## src/rtl/imem_loader_pkg.sv

```systemverilog
// Shared definitions for the instruction-memory loader.
// Holds the FSM state encoding and the default session length.
package imem_loader_pkg;

    typedef enum logic [2:0] {
        IDLE    = 3'd0,
        COLLECT = 3'd1,
        WRITE   = 3'd2,
        CHECK   = 3'd3,
        DONE    = 3'd4
    } state_t;

    localparam int DEFAULT_NUM_WORDS = 128;

endpackage

```

## src/rtl/byte_assembler.sv

```systemverilog
// Packs four bytes big-endian into one word.
// word_valid flags the cycle the fourth byte is accepted.
module byte_assembler (
    input  logic        clk,
    input  logic        rst,
    input  logic        clr,
    input  logic        byte_valid,
    input  logic [7:0]  byte_in,
    output logic [31:0] word,
    output logic        word_valid
);

    logic [23:0] sr;
    logic [1:0]  cnt;

    assign word       = {sr, byte_in};
    assign word_valid = byte_valid && (cnt == 2'd3);

    always_ff @(posedge clk or posedge rst) begin
        if (rst) begin
            sr  <= '0;
            cnt <= '0;
        end else if (clr) begin
            sr  <= '0;
            cnt <= '0;
        end else if (byte_valid) begin
            sr  <= {sr[15:0], byte_in};
            cnt <= cnt + 2'd1;
        end
    end

endmodule

```

## src/rtl/imem_loader.sv

```systemverilog
// Streams bytes into instruction memory while holding the CPU.
// IMEM_LOADER_CHECKSUM_EN adds a trailing XOR checksum byte.
module imem_loader
    import imem_loader_pkg::*;
#(
    parameter int NUM_WORDS = DEFAULT_NUM_WORDS,
    parameter int ADDR_W    = 32
) (
    input  logic              Clk,
    input  logic              Reset,
    input  logic              start,
    input  logic [7:0]        in_data,
    input  logic              in_valid,
    output logic              in_ready,
    output logic              mem_we,
    output logic [ADDR_W-1:0] mem_addr,
    output logic [31:0]       mem_wdata,
    output logic              cpu_hold,
    output logic              busy,
    output logic              done,
    output logic              checksum_err
);

    localparam int CW = $clog2(NUM_WORDS + 1);

    state_t        state, state_nx;
    logic [CW-1:0] wcnt;
    logic [31:0]   word;
    logic          wvalid;
    logic          xfer;
    logic          last_word;
    logic          sess_go;

    assign in_ready  = (state == COLLECT) || (state == CHECK);
    assign xfer      = in_valid && in_ready;
    assign busy      = (state == COLLECT) || (state == WRITE)
                    || (state == CHECK);
    assign cpu_hold  = busy;
    assign last_word = (wcnt == CW'(NUM_WORDS - 1));
    assign sess_go   = (state == IDLE) && start;

    byte_assembler u_asm (
        .clk        (Clk),
        .rst        (Reset),
        .clr        (sess_go),
        .byte_valid (xfer && (state == COLLECT)),
        .byte_in    (in_data),
        .word       (word),
        .word_valid (wvalid)
    );

    always_ff @(posedge Clk or posedge Reset) begin
        if (Reset) state <= IDLE;
        else       state <= state_nx;
    end

    always_comb begin
        state_nx = state;
        unique case (state)
            IDLE:    if (start) state_nx = COLLECT;
            COLLECT: if (wvalid) state_nx = WRITE;
            WRITE: begin
                if (last_word) begin
`ifdef IMEM_LOADER_CHECKSUM_EN
                    state_nx = CHECK;
`else
                    state_nx = DONE;
`endif
                end else begin
                    state_nx = COLLECT;
                end
            end
`ifdef IMEM_LOADER_CHECKSUM_EN
            CHECK:   if (xfer) state_nx = DONE;
`endif
            DONE:    state_nx = IDLE;
            default: state_nx = IDLE;
        endcase
    end

    // Memory port is fully registered; address advances after each write
    always_ff @(posedge Clk or posedge Reset) begin
        if (Reset) begin
            mem_we    <= 1'b0;
            mem_addr  <= '0;
            mem_wdata <= '0;
            wcnt      <= '0;
            done      <= 1'b0;
        end else begin
            mem_we <= 1'b0;
            if (sess_go) begin
                mem_addr <= '0;
                wcnt     <= '0;
                done     <= 1'b0;
            end
            if (wvalid) begin
                mem_we    <= 1'b1;
                mem_wdata <= word;
            end
            if (state == WRITE) begin
                mem_addr <= mem_addr + ADDR_W'(4);
                wcnt     <= wcnt + CW'(1);
            end
            if ((state_nx == DONE) && (state != DONE))
                done <= 1'b1;
        end
    end

`ifdef IMEM_LOADER_CHECKSUM_EN
    logic [7:0] acc;
    logic       cerr;

    always_ff @(posedge Clk or posedge Reset) begin
        if (Reset) begin
            acc  <= '0;
            cerr <= 1'b0;
        end else if (sess_go) begin
            acc  <= '0;
            cerr <= 1'b0;
        end else if (xfer && (state == COLLECT)) begin
            acc <= acc ^ in_data;
        end else if (xfer && (state == CHECK)) begin
            cerr <= (in_data != acc);
        end
    end

    assign checksum_err = cerr;
`else
    assign checksum_err = 1'b0;
`endif

endmodule

```

## config.mk

```make
export PLATFORM = sky130hd
export DESIGN_NAME = imem_loader
export DESIGN_NICKNAME = d
export VERILOG_FILES = /design/src/rtl/imem_loader_pkg.sv /design/src/rtl/byte_assembler.sv /design/src/rtl/imem_loader.sv
export SDC_FILE = /design/constraint.sdc
export NUM_CORES = 1
export LEC_CHECK = 0
export CAP_MARGIN = 20
export CELL_PAD_IN_SITES_DETAIL_PLACEMENT = 1
export CELL_PAD_IN_SITES_GLOBAL_PLACEMENT = 2
export CORE_UTILIZATION = 31
export CTS_CLUSTER_DIAMETER = 100
export DETAILED_ROUTE_END_ITERATION = 16
export GPL_TIMING_DRIVEN = 0
export PLACE_DENSITY = 0.73
export SYNTH_ARGS = -nofsm -noshare
export SYNTH_HDL_FRONTEND = slang
export SYNTH_HIERARCHICAL = 1
export SYNTH_SLANG_ARGS = --single-unit
export TNS_END_PERCENT = 100
```

## constraint.sdc

```tcl
create_clock -name Clk -period 2.2 [get_ports Clk]
set_input_delay 0.22 -clock Clk [delete_from_list [all_inputs] [get_ports Clk]]
set_output_delay 0.22 -clock Clk [all_outputs]
set_load 0.02 [all_outputs]
```

* After elaboration in Yosys (flattened, before gate mapping) *
Cells that the tools add are included.

word-level totals
  ROM bits = 0
  memories kept = 0
  memory bits (writable) = 0
  flip-flop bits (word level) = 103
  logic and storage cells = 45
  latch bits = 0
  bits of input ports = 12
  output and inout port bits = 70

operators by class
  add/sub/neg operators = 3
  reduce and logical (&&, ||, !) cells = 12
  bitwise logic cells = 0
  multiply operators = 0
  equal/unequal tests = 7
  div/mod/pow operators = 0
  multiplexer cells = 15
  shift-type cells = 0
  order comparisons = 0

operator list
  kind                     number
  $mux W32                 2
  $mux W24                 2
  $add A32 B3 Y32 const B  1
  $mux W8                  2
  $mux W3                  3
  $pmux W3 S3              1
  $add A8 B1 Y8 const B    1
  $eq A8 B7 Y1 const B     1
  $eq A3 B2 Y1 const B     2
  $reduce_bool A2 Y1       3
  $logic_and A1 B1 Y1      5
  $mux W2                  2
  $eq A3 B1 Y1 const B     1
  $eq A3 B3 Y1 const B     1
  $logic_not A3 Y1         1
  $logic_or A1 B1 Y1       3
  $mux W1                  3
  $ne A3 B3 Y1 const B     1
  $add A2 B1 Y2 const B    1
  $eq A2 B2 Y1 const B     1

* Depth between registers and ports, before layout *
  word-level depth = 10
  gate-level depth with buffers = 8
  mapped depth without buffers = 6

* Cells and area by module *
The synthesis kept the hierarchy.

modules (own cells, without submodules)
  module          times used  area an instance (um^2)  cells an instance
  imem_loader     1           3358.2                   284
  byte_assembler  1           1158.6                   95

* Worst setup path after synthesis *
Ideal clock, no wire load.

  path kind = flip-flop to flip-flop
  from = register state[2]
  to = register mem_wdata[0]
  stages on the path, launching flop included = 9
  period minus slack after synthesis = 2225 ps
  path slack = -25 ps
  setup time = 125 ps
  arrival time = 2100 ps
  data required time = 2075 ps
  cells stage by stage = dfrtp_1 -> nor2_1 -> and3_1 -> buf_6 -> buf_12 -> and2_1 -> clkbuf_1 -> buf_1 -> mux2_2

on the way
  longest elaborated chain between the ends = 5
  elaborated cells between the ends (all ways) = 6
  those cells by class = eq/ne (2); reduce/logical (4)

ends and longest elaborated chain
  item                                          RTL line                              source
  start: declaration                            imem_loader.sv:26                     state_t state, state_nx;
  start signal: assignment                      imem_loader.sv:54                     else state <= state_nx;
  $eq A3 B1 Y1 or $eq A3 B2 Y1 (tied branches)  imem_loader.sv:34, imem_loader.sv:46
  $logic_or A1 B1 Y1                            imem_loader.sv:34                     assign in_ready = (state == COLLECT) || (state == CHECK);
  $logic_and A1 B1 Y1                           imem_loader.sv:35                     assign xfer = in_valid && in_ready;
  $logic_and A1 B1 Y1 (*)                       imem_loader.sv:46                     .byte_valid (xfer && (state == COLLECT)),
  $logic_and A1 B1 Y1 (*)                       byte_assembler.sv:17                  assign word_valid = byte_valid && (cnt == 2'd3);
  named net wvalid                              imem_loader.sv:29                     logic wvalid;
  end signal: assignment                        imem_loader.sv:98                     mem_wdata <= word;
  end: declaration                              imem_loader.sv:17                     output logic [31:0] mem_wdata,

The timed path passes the listed nets; every way through them passes the cells marked *.
A chain may end at the register's enable or synchronous reset.

* Final worst setup path *
  from = register state[2]
  to = register mem_wdata[30]

Same word-level chain as after synthesis.

==> results.yml <==
timing:
  min_period_ns: 2.07
  post-route-period-util_pct: 94.0
  rsz0062_at_grt: "false"
  tightest_slew_ns: 0.655
  hold_viol: 0
  max_freq_ghz: 0.484
  slew_headroom_pct: 56.3
  finalSetupViolations: 0
  drv_slew: 0
  finalWorstSetupSlack_ns: 0.133
  skew_ns: 0.00710
floorplanning:
  io_pins: 82
  core_um2: 14000
  dieArea_um2: 15100
  die_w_um: 123
  rows: 43
  die_h_um: 123
  initial_utilization_pct: 32.2
synth:
  synth.top_cell.area_share_pct: 56.0
  synthDistinctLibCells: 40
  synth.area.top_cells: "dfrtp_1 56%, mux2i_1 11%, mux2_2 8.0%"
  ys.warnings.count: 6
  synth_top_cell_by_area: "dfrtp_1"
  yosysSeqAreaShare_pct: 56.0
  avgSynthCellArea_um2: 11.9
  synthCells: 379
  syn-cell-area_um2: 4520
  ys_seq_elements: 101
final_layout:
  drive_above_1_share_pct: 17.5
  layout_commonest_cell: "dfrtp_1"
  fin_nets: 486
  syn2layout_area_growth_pct: 30.7
  final_cell_mix: "101 x dfrtp_1, 78 x clkdlybuf4s50_1, 50 x mux2i_1, 38 x nand2_1, 33 x nor2_1"
  antenna_cells: 0
  post-route-util_pct: 42.1
place:
  place_congestion: 0.740
  pre_cts_ws_ns: -0.621
  dp_hpwl_um: 7380
  port_buffers: 78
setup_path:
  crit_family: "simple AND/OR/NAND/NOR gates"
  critPathKind: "flop to flop"
  crit_start: "state[2]$_DFF_PP0_"
  start_kind: "flop"
  setup.worst_path.end_class: "flop"
  path_cells: "nor2_2, and3_1, buf_6, buf_12, and2_4, buf_4, mux2_2"
  cp_max_fo: 10
  arrival_ns: 2.30
  ff2ff_setup_slack_ns: 0.13
  worst_r2r_endpoint: "mem_wdata[30]$_DFFE_PP0P_"
  r2r-start: "state[2]$_DFF_PP0_"
  cp.required_ns: 2.44
  cp_num_cells: 7
  slowest_delay_ns: 0.44
  rr_worst_depth: 7
  crit_path_end: "mem_wdata[30]$_DFFE_PP0P_"
  critPathSlowestCell: "dfrtp_1"
  critPathBufInv: 3
global_route:
  grt_pass1_vias: 3400
  grt_start_max_net_pins: 67
  track_usage_pct: 15.8
  grt_pass1_wl_um: 17800
  global_route.overflow_total: 0
  antenna_found_initial: 0
detailed_routing:
  drc: 0
  postRouteAntennaNets: 0
  wl_per_cell_um: 16.2
  wl_um: 10600
  via_per_inst: 4.85
  first_pass_iters: 4
  drt_iter0_markers: 91
  vias: 3178
power:
  ir_worst_vdd_mv: 0.612
  powerDensity_nw_per_um2: 1090
  leakage_nw: 2.80
cts:
  cts_setup_buffers: 0
  tritoncts: "done"
  clock_sinks: 101
  cts_resized: 6
  cts_hold_buf: 0
  clock_path_buffers: 2
  clk_latency_ns: 0.35
  cts.reportedPaths.clkPinSlew_ns: 0.07
  cts_buffers: 9
  cts_htree_levels: 3
  root_buffer: "clkbuf_16"
hold_path:
  hp-class: "primary input to async pin"
status:
  outcome: "finished clean"
job:
  drv_cap: 0
## how the worst min path moves through the flow
stage / startpoint / endpoint / slack, ns / cells after the start
floorplan: Reset / u_asm/cnt[0]$_DFFE_PP0P_ / 0.26 / 1
global placement: wcnt[7]$_DFFE_PP0P_ / wcnt[7]$_DFFE_PP0P_ / 0.46 / 1
detailed placement: wcnt[7]$_DFFE_PP0P_ / wcnt[7]$_DFFE_PP0P_ / 0.47 / 1
CTS: Reset / mem_addr[29]$_DFFE_PP0P_ / 0.14 / 2
global route: Reset / mem_addr[25]$_DFFE_PP0P_ / 0.16 / 2
finish: Reset / mem_addr[29]$_DFFE_PP0P_ / 0.16 / 2
## per-stage QoR
step / instances / area [um2] / hold WS (ns) / TNS, ns / total power, mW
floorplan: 381 / 4530 / 0.260 / 0 / 3.92
global placement: 639 / 5530 / 0.457 / -122.45 / 4.77
detailed placement: 640 / 5560 / 0.473 / -12.78 / 4.83
CTS: 654 / 5880 / 0.137 / -0.0409 / 6.55
global route: 655 / 5910 / 0.159 / 0 / 6.82
finish: 655 / 5910 / 0.156 / 0 / 6.43
## worst reg2reg max path, stage by stage (launching register included)
cell     delay [ns]
dfrtp_1        0.44
nor2_2         0.17
and3_1         0.19
buf_6          0.19
buf_12         0.17
and2_4         0.22
buf_4          0.22
mux2_2         0.36
## power by group
part	leakage [nW]	switching [mW]	total, mW	internal (mW)
registers	1.34	0.351	2.72	2.37
logic	1.30	1.01	2.05	1.04
clock network	0.149	0.709	1.65	0.946
## flip-flops by register name, summed over array words and instances (netlist names)
signal,count
mem_wdata,32
mem_addr,30
u_asm/sr,24
wcnt,8
state,3
u_asm/cnt,2
done,1
mem_we,1
## kinds of logic after synthesis
| logic type | after synthesis | share of synthesized area [%] |
|---|---|---|
| buffers and inverters | 33 | 4.90 |
| and+or+nand+nor | 130 | 15.3 |
| muxes | 82 | 19.1 |
| other | 1 | 0.0830 |
| adders and majority gates | 3 | 0.831 |
| xor gates and xnor gates | 1 | 0.194 |
| DFF | 101 | 56.0 |
| AOI/OAI and AO/OA | 28 | 3.71 |
## synthesized netlist by cell type (all sizes together)
library cell / count
xnor2: 1
nor3b: 1
dfrtp: 101
nor4: 2
buf: 22
clkbuf: 7
mux2: 32
and4: 4
nand3: 13
nor3: 5
inv: 4
o31ai: 1
a21oi: 2
a41oi: 1
o31a: 1
nor2: 36
nand4: 16
o21ai: 16
a22o: 2
o211ai: 2
and3: 9
a21o: 1
nor2b: 1
nand3b: 1
mux2i: 50
or3b: 1
conb: 1
nand2b: 1
a31oi: 2
and2: 2
nand2: 38
ha: 3
## layer usage
layer  track usage [%]  wire length, um  vias up
met5                 0                0        -
met4              5.72              170        0
met3              4.65              489       12
met2              26.1             5160       62
met1              19.3             4800     1601
li1                  -                -     1503
## cell type report
cell class / instances / area [um2]
inverters: 4 / 17.5
flip-flops and latches: 101 / 2530
clock inverters: 4 / 55.1
well taps: 180 / 225
plain buffers: 28 / 224
repair buffers: 80 / 823
clock buffers: 11 / 253
fillers: 1503 / 8140
multi-input cells: 247 / 1780
(Power assumes the default switching activity.)
